File: config.mk
export PLATFORM = sky130hd
export DESIGN_NAME = isp_frame_ctrl
export DESIGN_NICKNAME = d
export VERILOG_FILES = /design/src/rtl/isp_frame_ctrl_pkg.sv /design/src/rtl/isp_timing_cnt.sv /design/src/rtl/isp_frame_ctrl.sv
export SDC_FILE = /design/constraint.sdc
export NUM_CORES = 1
export LEC_CHECK = 0
export ABC_AREA = 1
export CORE_MARGIN = 2
export CORE_UTILIZATION = 48
export CTS_CLUSTER_DIAMETER = 30
export DETAILED_ROUTE_END_ITERATION = 10
export GPL_ROUTABILITY_DRIVEN = 0
export PLACE_DENSITY_LB_ADDON = 0.25
export SLEW_MARGIN = 20
export SYNTH_ARGS = -nofsm -noshare
export SYNTH_HDL_FRONTEND = slang
export SYNTH_SLANG_ARGS = --single-unit
File: constraint.sdc
create_clock -name pclk -period 1.8 [get_ports pclk]
set_input_delay 0.54 -clock pclk [delete_from_list [all_inputs] [get_ports pclk]]
set_output_delay 0.54 -clock pclk [all_outputs]
set_load 0.01 [all_outputs]
File: src/rtl/isp_frame_ctrl_pkg.sv
// ============================================================================
// isp_frame_ctrl_pkg : register map, CTRL layout and FSM encoding for the frame controller
// Revision: 1.0
// ============================================================================
`default_nettype none

package isp_frame_ctrl_pkg;

    localparam logic [1:0] c_reg_ctrl      = 2'd0;
    localparam logic [1:0] c_reg_status    = 2'd1;
    localparam logic [1:0] c_reg_frame_cnt = 2'd2;
    localparam logic [1:0] c_reg_size      = 2'd3;

    localparam int c_status_busy_bit = 0;
    localparam int c_status_err_bit  = 1;
    localparam int c_status_irq_bit  = 2;

    typedef enum logic [1:0] {
        ST_IDLE   = 2'd0,
        ST_VSYNC  = 2'd1,
        ST_ACTIVE = 2'd2
    } state_t;

    // Field order matches CTRL bits [3] bypass, [2:1] bayer, [0] enable.
    typedef struct packed {
        logic       bypass;
        logic [1:0] bayer;
        logic       enable;
    } ctrl_t;

    function automatic ctrl_t ctrl_from_word(input logic [31:0] i_word);
        return ctrl_t'(i_word[3:0]);
    endfunction

endpackage

`default_nettype wire

File: src/rtl/isp_timing_cnt.sv
// ============================================================================
// isp_timing_cnt : vsync/href edge detectors, saturating pixel/line counters, line_bad
// Revision: 1.0
// ============================================================================
`default_nettype none

module isp_timing_cnt #(
    parameter int WIDTH = 1280,
    parameter int CNT_W = 16
) (
    input  logic             pclk,
    input  logic             rst_n,
    input  logic             i_href,
    input  logic             i_vsync,
    input  logic             i_clr,
    input  logic             i_cnt_en,
    output logic             o_vs_rise,
    output logic             o_vs_fall,
    output logic [CNT_W-1:0] o_line_cnt,
    output logic [CNT_W-1:0] o_last_px,
    output logic             o_line_bad
);

    logic             r_vsync_q;
    logic             r_href_q;
    logic [CNT_W-1:0] r_px_cnt;
    logic [CNT_W-1:0] r_line_cnt;
    logic [CNT_W-1:0] r_last_px;
    logic             r_line_bad;
    logic             w_href_fall;

    assign o_vs_rise   =  i_vsync & ~r_vsync_q;
    assign o_vs_fall   = ~i_vsync &  r_vsync_q;
    assign w_href_fall = ~i_href  &  r_href_q;

    always_ff @(posedge pclk or negedge rst_n) begin
        if (!rst_n) begin
            r_vsync_q  <= 1'b0;
            r_href_q   <= 1'b0;
            r_px_cnt   <= '0;
            r_line_cnt <= '0;
            r_last_px  <= '0;
            r_line_bad <= 1'b0;
        end else begin
            r_vsync_q <= i_vsync;
            r_href_q  <= i_href;
            if (i_clr) begin
                r_px_cnt   <= '0;
                r_line_cnt <= '0;
                r_last_px  <= '0;
                r_line_bad <= 1'b0;
            end else if (i_cnt_en) begin
                // Counters stick at all-ones so an overlong line or frame still reads as bad.
                if (w_href_fall) begin
                    if (r_line_cnt != '1) begin
                        r_line_cnt <= r_line_cnt + 1'b1;
                    end
                    r_last_px <= r_px_cnt;
                    r_px_cnt  <= '0;
                    if (r_px_cnt != CNT_W'(WIDTH)) begin
                        r_line_bad <= 1'b1;
                    end
                end else if (i_href && (r_px_cnt != '1)) begin
                    r_px_cnt <= r_px_cnt + 1'b1;
                end
            end
        end
    end

    assign o_line_cnt = r_line_cnt;
    assign o_last_px  = r_last_px;
    assign o_line_bad = r_line_bad;

endmodule

`default_nettype wire

File: src/rtl/isp_frame_ctrl.sv
// ============================================================================
// isp_frame_ctrl : frame FSM, Avalon-MM register file and frame-boundary config commit
// Revision: 1.0
// ============================================================================
`default_nettype none

module isp_frame_ctrl
    import isp_frame_ctrl_pkg::*;
#(
    parameter int WIDTH  = 1280,
    parameter int HEIGHT = 960,
    parameter int CNT_W  = 16
) (
    input  logic        pclk,
    input  logic        rst_n,
    input  logic        i_href,
    input  logic        i_vsync,
    input  logic [1:0]  i_avs_address,
    input  logic        i_avs_write,
    input  logic [31:0] i_avs_writedata,
    input  logic        i_avs_read,
    output logic [31:0] o_avs_readdata,
    output logic        o_cfg_enable,
    output logic [1:0]  o_cfg_bayer,
    output logic        o_cfg_bypass,
    output logic        o_frame_start,
    output logic        o_irq
);

    state_t           r_state;
    state_t           w_next;
    ctrl_t            r_pend;
    ctrl_t            r_cfg;
    logic             r_frame_start;
    logic             r_err;
    logic             r_irq;
    logic [31:0]      r_frame_cnt;
    logic [31:0]      r_size;
    logic [31:0]      r_rdata;
    logic [31:0]      w_rd_mux;

    logic             w_vs_rise;
    logic             w_vs_fall;
    logic [CNT_W-1:0] w_line_cnt;
    logic [CNT_W-1:0] w_last_px;
    logic             w_line_bad;
    logic             w_clr;
    logic             w_cnt_en;
    logic             w_frame_end;
    logic             w_fs;
    logic             w_wr_ctrl;
    logic             w_w1c;
    logic             w_frame_bad;
    logic             w_unused_wdata;

    isp_timing_cnt #(
        .WIDTH (WIDTH),
        .CNT_W (CNT_W)
    ) u_timing (
        .pclk       (pclk),
        .rst_n      (rst_n),
        .i_href     (i_href),
        .i_vsync    (i_vsync),
        .i_clr      (w_clr),
        .i_cnt_en   (w_cnt_en),
        .o_vs_rise  (w_vs_rise),
        .o_vs_fall  (w_vs_fall),
        .o_line_cnt (w_line_cnt),
        .o_last_px  (w_last_px),
        .o_line_bad (w_line_bad)
    );

    always_ff @(posedge pclk or negedge rst_n) begin
        if (!rst_n) begin
            r_state <= ST_IDLE;
        end else begin
            r_state <= w_next;
        end
    end

    // The next-state decision uses the pending enable because that is what vs_rise commits.
    always_comb begin
        w_next      = r_state;
        w_clr       = 1'b0;
        w_cnt_en    = 1'b0;
        w_frame_end = 1'b0;
        w_fs        = 1'b0;
        case (r_state)
            ST_IDLE: begin
                if (w_vs_rise && r_pend.enable) begin
                    w_next = ST_VSYNC;
                end
            end
            ST_VSYNC: begin
                w_clr = 1'b1;
                if (w_vs_fall) begin
                    w_fs   = 1'b1;
                    w_next = ST_ACTIVE;
                end
            end
            ST_ACTIVE: begin
                w_cnt_en = 1'b1;
                if (w_vs_rise) begin
                    w_frame_end = 1'b1;
                    w_next      = r_pend.enable ? ST_VSYNC : ST_IDLE;
                end
            end
            default: begin
                w_next = ST_IDLE;
            end
        endcase
    end

    assign w_wr_ctrl      = i_avs_write && (i_avs_address == c_reg_ctrl);
    assign w_w1c          = i_avs_write && (i_avs_address == c_reg_status);
    assign w_frame_bad    = w_line_bad || (w_line_cnt != CNT_W'(HEIGHT));
    assign w_unused_wdata = ^i_avs_writedata[31:4];

    always_ff @(posedge pclk or negedge rst_n) begin
        if (!rst_n) begin
            r_pend        <= '0;
            r_cfg         <= '0;
            r_frame_start <= 1'b0;
            r_err         <= 1'b0;
            r_irq         <= 1'b0;
            r_frame_cnt   <= '0;
            r_size        <= '0;
        end else begin
            r_frame_start <= w_fs;
            if (w_wr_ctrl) begin
                r_pend <= ctrl_from_word(i_avs_writedata);
            end
            // r_pend is the pre-write value here, so a same-cycle CTRL write waits a frame.
            if (w_vs_rise) begin
                r_cfg <= r_pend;
            end
            if (w_frame_end) begin
                r_frame_cnt <= r_frame_cnt + 32'd1;
                r_size      <= {16'(w_line_cnt), 16'(w_last_px)};
            end
            if (w_frame_end && w_frame_bad) begin
                r_err <= 1'b1;
            end else if (w_w1c && i_avs_writedata[c_status_err_bit]) begin
                r_err <= 1'b0;
            end
            if (w_frame_end) begin
                r_irq <= 1'b1;
            end else if (w_w1c && i_avs_writedata[c_status_irq_bit]) begin
                r_irq <= 1'b0;
            end
        end
    end

    always_comb begin
        w_rd_mux = '0;
        case (i_avs_address)
            c_reg_ctrl:      w_rd_mux = {28'd0, r_pend};
            c_reg_status: begin
                w_rd_mux[c_status_busy_bit] = (r_state == ST_ACTIVE);
                w_rd_mux[c_status_err_bit]  = r_err;
                w_rd_mux[c_status_irq_bit]  = r_irq;
            end
            c_reg_frame_cnt: w_rd_mux = r_frame_cnt;
            c_reg_size:      w_rd_mux = r_size;
            default:         w_rd_mux = '0;
        endcase
    end

    always_ff @(posedge pclk or negedge rst_n) begin
        if (!rst_n) begin
            r_rdata <= '0;
        end else begin
            r_rdata <= i_avs_read ? w_rd_mux : 32'd0;
        end
    end

    assign o_avs_readdata = r_rdata;
    assign o_cfg_enable   = r_cfg.enable;
    assign o_cfg_bayer    = r_cfg.bayer;
    assign o_cfg_bypass   = r_cfg.bypass;
    assign o_frame_start  = r_frame_start;
    assign o_irq          = r_irq;

endmodule

`default_nettype wire

==> metrics <==
outcome finished clean; fraction of registers with async set/reset 100%; reg2reg setup slack 140 ps; Num CTS Buffers 17; Synth Net Count 1,070; Yosys reg bits 160; synth-to-layout area growth 21.4%; first-pass GRT wire length 31.5 mm; crit-path max FO 11; ys flop type dfrtp_1; Worst Hold Margin 471 ps; clock skew 5.98 ps; Critical Path Sink Type flop; count leader, synth nand2_1; Synthesis Warnings 0; Req. time, crit path 2110 ps; register area share after synthesis 50.0%; Synth area leader dfrtp_1; clock root buffer clkbuf_16; layout cells sized above 1 10.6%; Initial Utilization 48.6%; area of the mapped netlist 8000 um2; total track usage 22.2%; placed cell count 1,305; WS Path Type flop to flop; FMAX 602 MHz; internal power 7.45 mW; Remaining Overflow, GRT 0; Cell Rows 47; Avg Inst Size Synth 7.84 um2; EDFF count, synth 0; fin nets 1,161; I/O Buffers 49; register share of total power 40.3%; Mapped Cells 1,021; Final Setup Violations 0; Worst R2R Path Depth 11; CTS tree yes; Hold Path Origin o_cfg_enable$_DFFE_PN0P_; Via-to-Cell Ratio 5.02; 1st-pass router iterations 5; ANT cells 0; Clock Sink Count 160; P per Cell Area 1130 nW/um2; Worst R2R End u_timing.o_line_cnt[6]$_DFFE_PN0P_; htree depth 4; Iteration-0 DRC Markers 492; Fillers 1,477; final worst path period need 1660 ps; VDD IR-drop max 0.589 mV; combinational cell fraction of total power 25.1%; hold worst-path end o_cfg_enable$_DFFE_PN0P_; endpoint arrival time on the critical path 1970 ps; startpoint types flop; final hold viol count 0; synth cell count leaders nand2_1 (349), dfrtp_1 (160), nor2_1 (111); initial antenna violation count 0; sw power 3.48 mW; die height 133 um; Reg clk slew, reported paths 60 ps; die area 17,700 um2; Hold Path Depth 2; Synth top area share 50.0%; total number of vias 6,755; ANT nets after route 0; wire length per cell 13.9 um; top cells by area, synth dfrtp_1 (50%), nand2_1 (16%), nor2_1 (5.2%), nand3_1 (4.3%), inv_1 (4.0%); core area 16,500 um2; CTS max path bufs 2; worst slew pin tran 496 ps; CP max stage delay 370 ps; Sw Share 31.9%; HP Class flop to flop; later-pin clock latency in the skew report 430 ps; vias in the first global route 6,507; Critical Path, Cell by Cell inv_1, ha_1, inv_2, nand3_1, nor2_2, inv_1, nor2_2, nor2_1, buf_4, nand2_1, o21ai_1; worst r2r src r_state[1]$_DFFE_PN0P_; CP max stage cell dfrtp_1; max_cap viols 0; Max-slew headroom 66.9%; Die W 133 um; Final Cycle Share 92.2%; Clock power frac 34.6%; overall power 10.9 mW; # DRC 0; Setup TNS 0 ps; Final Max Slew Viols 0; synth unique cells 40; io pins 78; post-DP HPWL 13.2 mm; routed wire length 18.7 mm; Leak 4.63 nW; largest net degree at the start of global routing 59; Layout Cells excl Fill 1,345
area by class of cell:
cell class / count / area, um2 / area share, %
repair buffers: 104 / 972 / 10.0
well taps: 220 / 275 / 2.83
clock inverters: 13 / 188 / 1.93
flip-flops and latches: 160 / 4000 / 41.2
multi-input cells: 739 / 3500 / 36.1
clock buffers: 19 / 433 / 4.46
inverters: 90 / 340 / 3.50
cell families (layout without fill, tap and decap cells):
| logic type | Yosys count | count (layout) | synth area share [%] |
|---|---|---|---|
| simple gates | 597 | 597 | 32.3 |
| buf+inv | 122 | 226 | 6.44 |
| compound gates | 110 | 110 | 7.27 |
| fa+ha+maj | 9 | 9 | 1.41 |
| mux | 1 | 1 | 0.141 |
| flops | 160 | 160 | 50.0 |
| xor+xnor | 22 | 22 | 2.41 |
power by group through the flow:
| stage | registers [mW] | clock network (mW) | logic, mW |
|---|---|---|---|
| after floorplan | 4.44 | 0 | 1.74 |
| after global placement | 4.46 | 0 | 2.63 |
| after detailed placement | 4.48 | 0 | 2.68 |
| after CTS | 4.41 | 3.86 | 2.65 |
| after global routing | 4.46 | 4.02 | 3.06 |
| final | 4.41 | 3.79 | 2.74 |
per-layer routing:
layer / wire (um) / GRT usage, %
met1: 8860 / 31.4
met2: 8700 / 34.5
met3: 643 / 4.38
met4: 459 / 8.04
met5: 0 / 0
flip-flops by register name, summed over array words and instances, names as in the netlist:
register and count:
o_avs_readdata 32, o_cfg_bayer 2, o_cfg_bypass 1, o_cfg_enable 1, o_frame_start 1, o_irq 1, r_err 1, r_frame_cnt 32
r_pend 4, r_size 32, r_state 2, u_timing.o_last_px 16, u_timing.o_line_bad 1, u_timing.o_line_cnt 16, u_timing.r_href_q 1, u_timing.r_px_cnt 16
u_timing.r_vsync_q 1
worst max path at each step:
stage | from | endpoint | cells past startpoint
floorplan | r_state[0]$_DFFE_PN0P_ | r_frame_cnt[18]$_DFFE_PN0P_ | 8
global placement | i_vsync | r_frame_cnt[24]$_DFFE_PN0P_ | 8
detailed placement | i_vsync | r_frame_cnt[17]$_DFFE_PN0P_ | 7
CTS | r_state[0]$_DFFE_PN0P_ | r_frame_cnt[17]$_DFFE_PN0P_ | 8
global route | r_state[1]$_DFFE_PN0P_ | u_timing.o_line_cnt[6]$_DFFE_PN0P_ | 11
finish | r_state[1]$_DFFE_PN0P_ | u_timing.o_line_cnt[6]$_DFFE_PN0P_ | 11
metrics by stage:
stage               worst slack (ps)  instance area (um2)  utilization, %
finish                           140                 9720            59.0
CTS                             8.21                 9640            58.6
global route                   -8.23                 9720            59.0
floorplan                        196                 8000               -
global placement                -260                 9060            55.0
detailed placement              -324                 9060            55.0
cells in the final DEF (no fill, tap or decap), types with 7 or more instances in the layout:
master | synthesis | layout
nand2_1 | 349 | 349
dfrtp_1 | 160 | 160
nor2_1 | 111 | 109
inv_1 | 86 | 86
nand3_1 | 68 | 68
o21ai_0 | 45 | 45
buf_4 | 1 | 45
dlygate4sd2_1 | 0 | 38
a21oi_1 | 36 | 36
o21ai_1 | 22 | 22
nand4_1 | 17 | 17
clkbuf_16 | 0 | 17
xor2_1 | 15 | 15
nand3b_1 | 12 | 12
nor3_1 | 11 | 11
clkdlybuf4s50_1 | 0 | 10
buf_12 | 0 | 9
ha_1 | 9 | 8
xnor2_1 | 7 | 7
what timing repair did:
action	in CTS	in global routing
endpoints found under the setup margin	38	44
pin swaps	0	2
buffers inserted	0	7
hold buffers	1	0
gates resized for setup	38	5
endpoints found under the hold margin	19	0
critical path, delay by kind of cell (launching register included):
| family | cells | cell delay, ps |
|---|---|---|
| and+or+nand+nor | 5 | 490 |
| buffers and inverters | 4 | 430 |
| adders and majority gates | 1 | 200 |
| DFF | 1 | 370 |
| AOI/OAI and AO/OA | 1 | 50 |
Power figures use the tool's default switching activity.
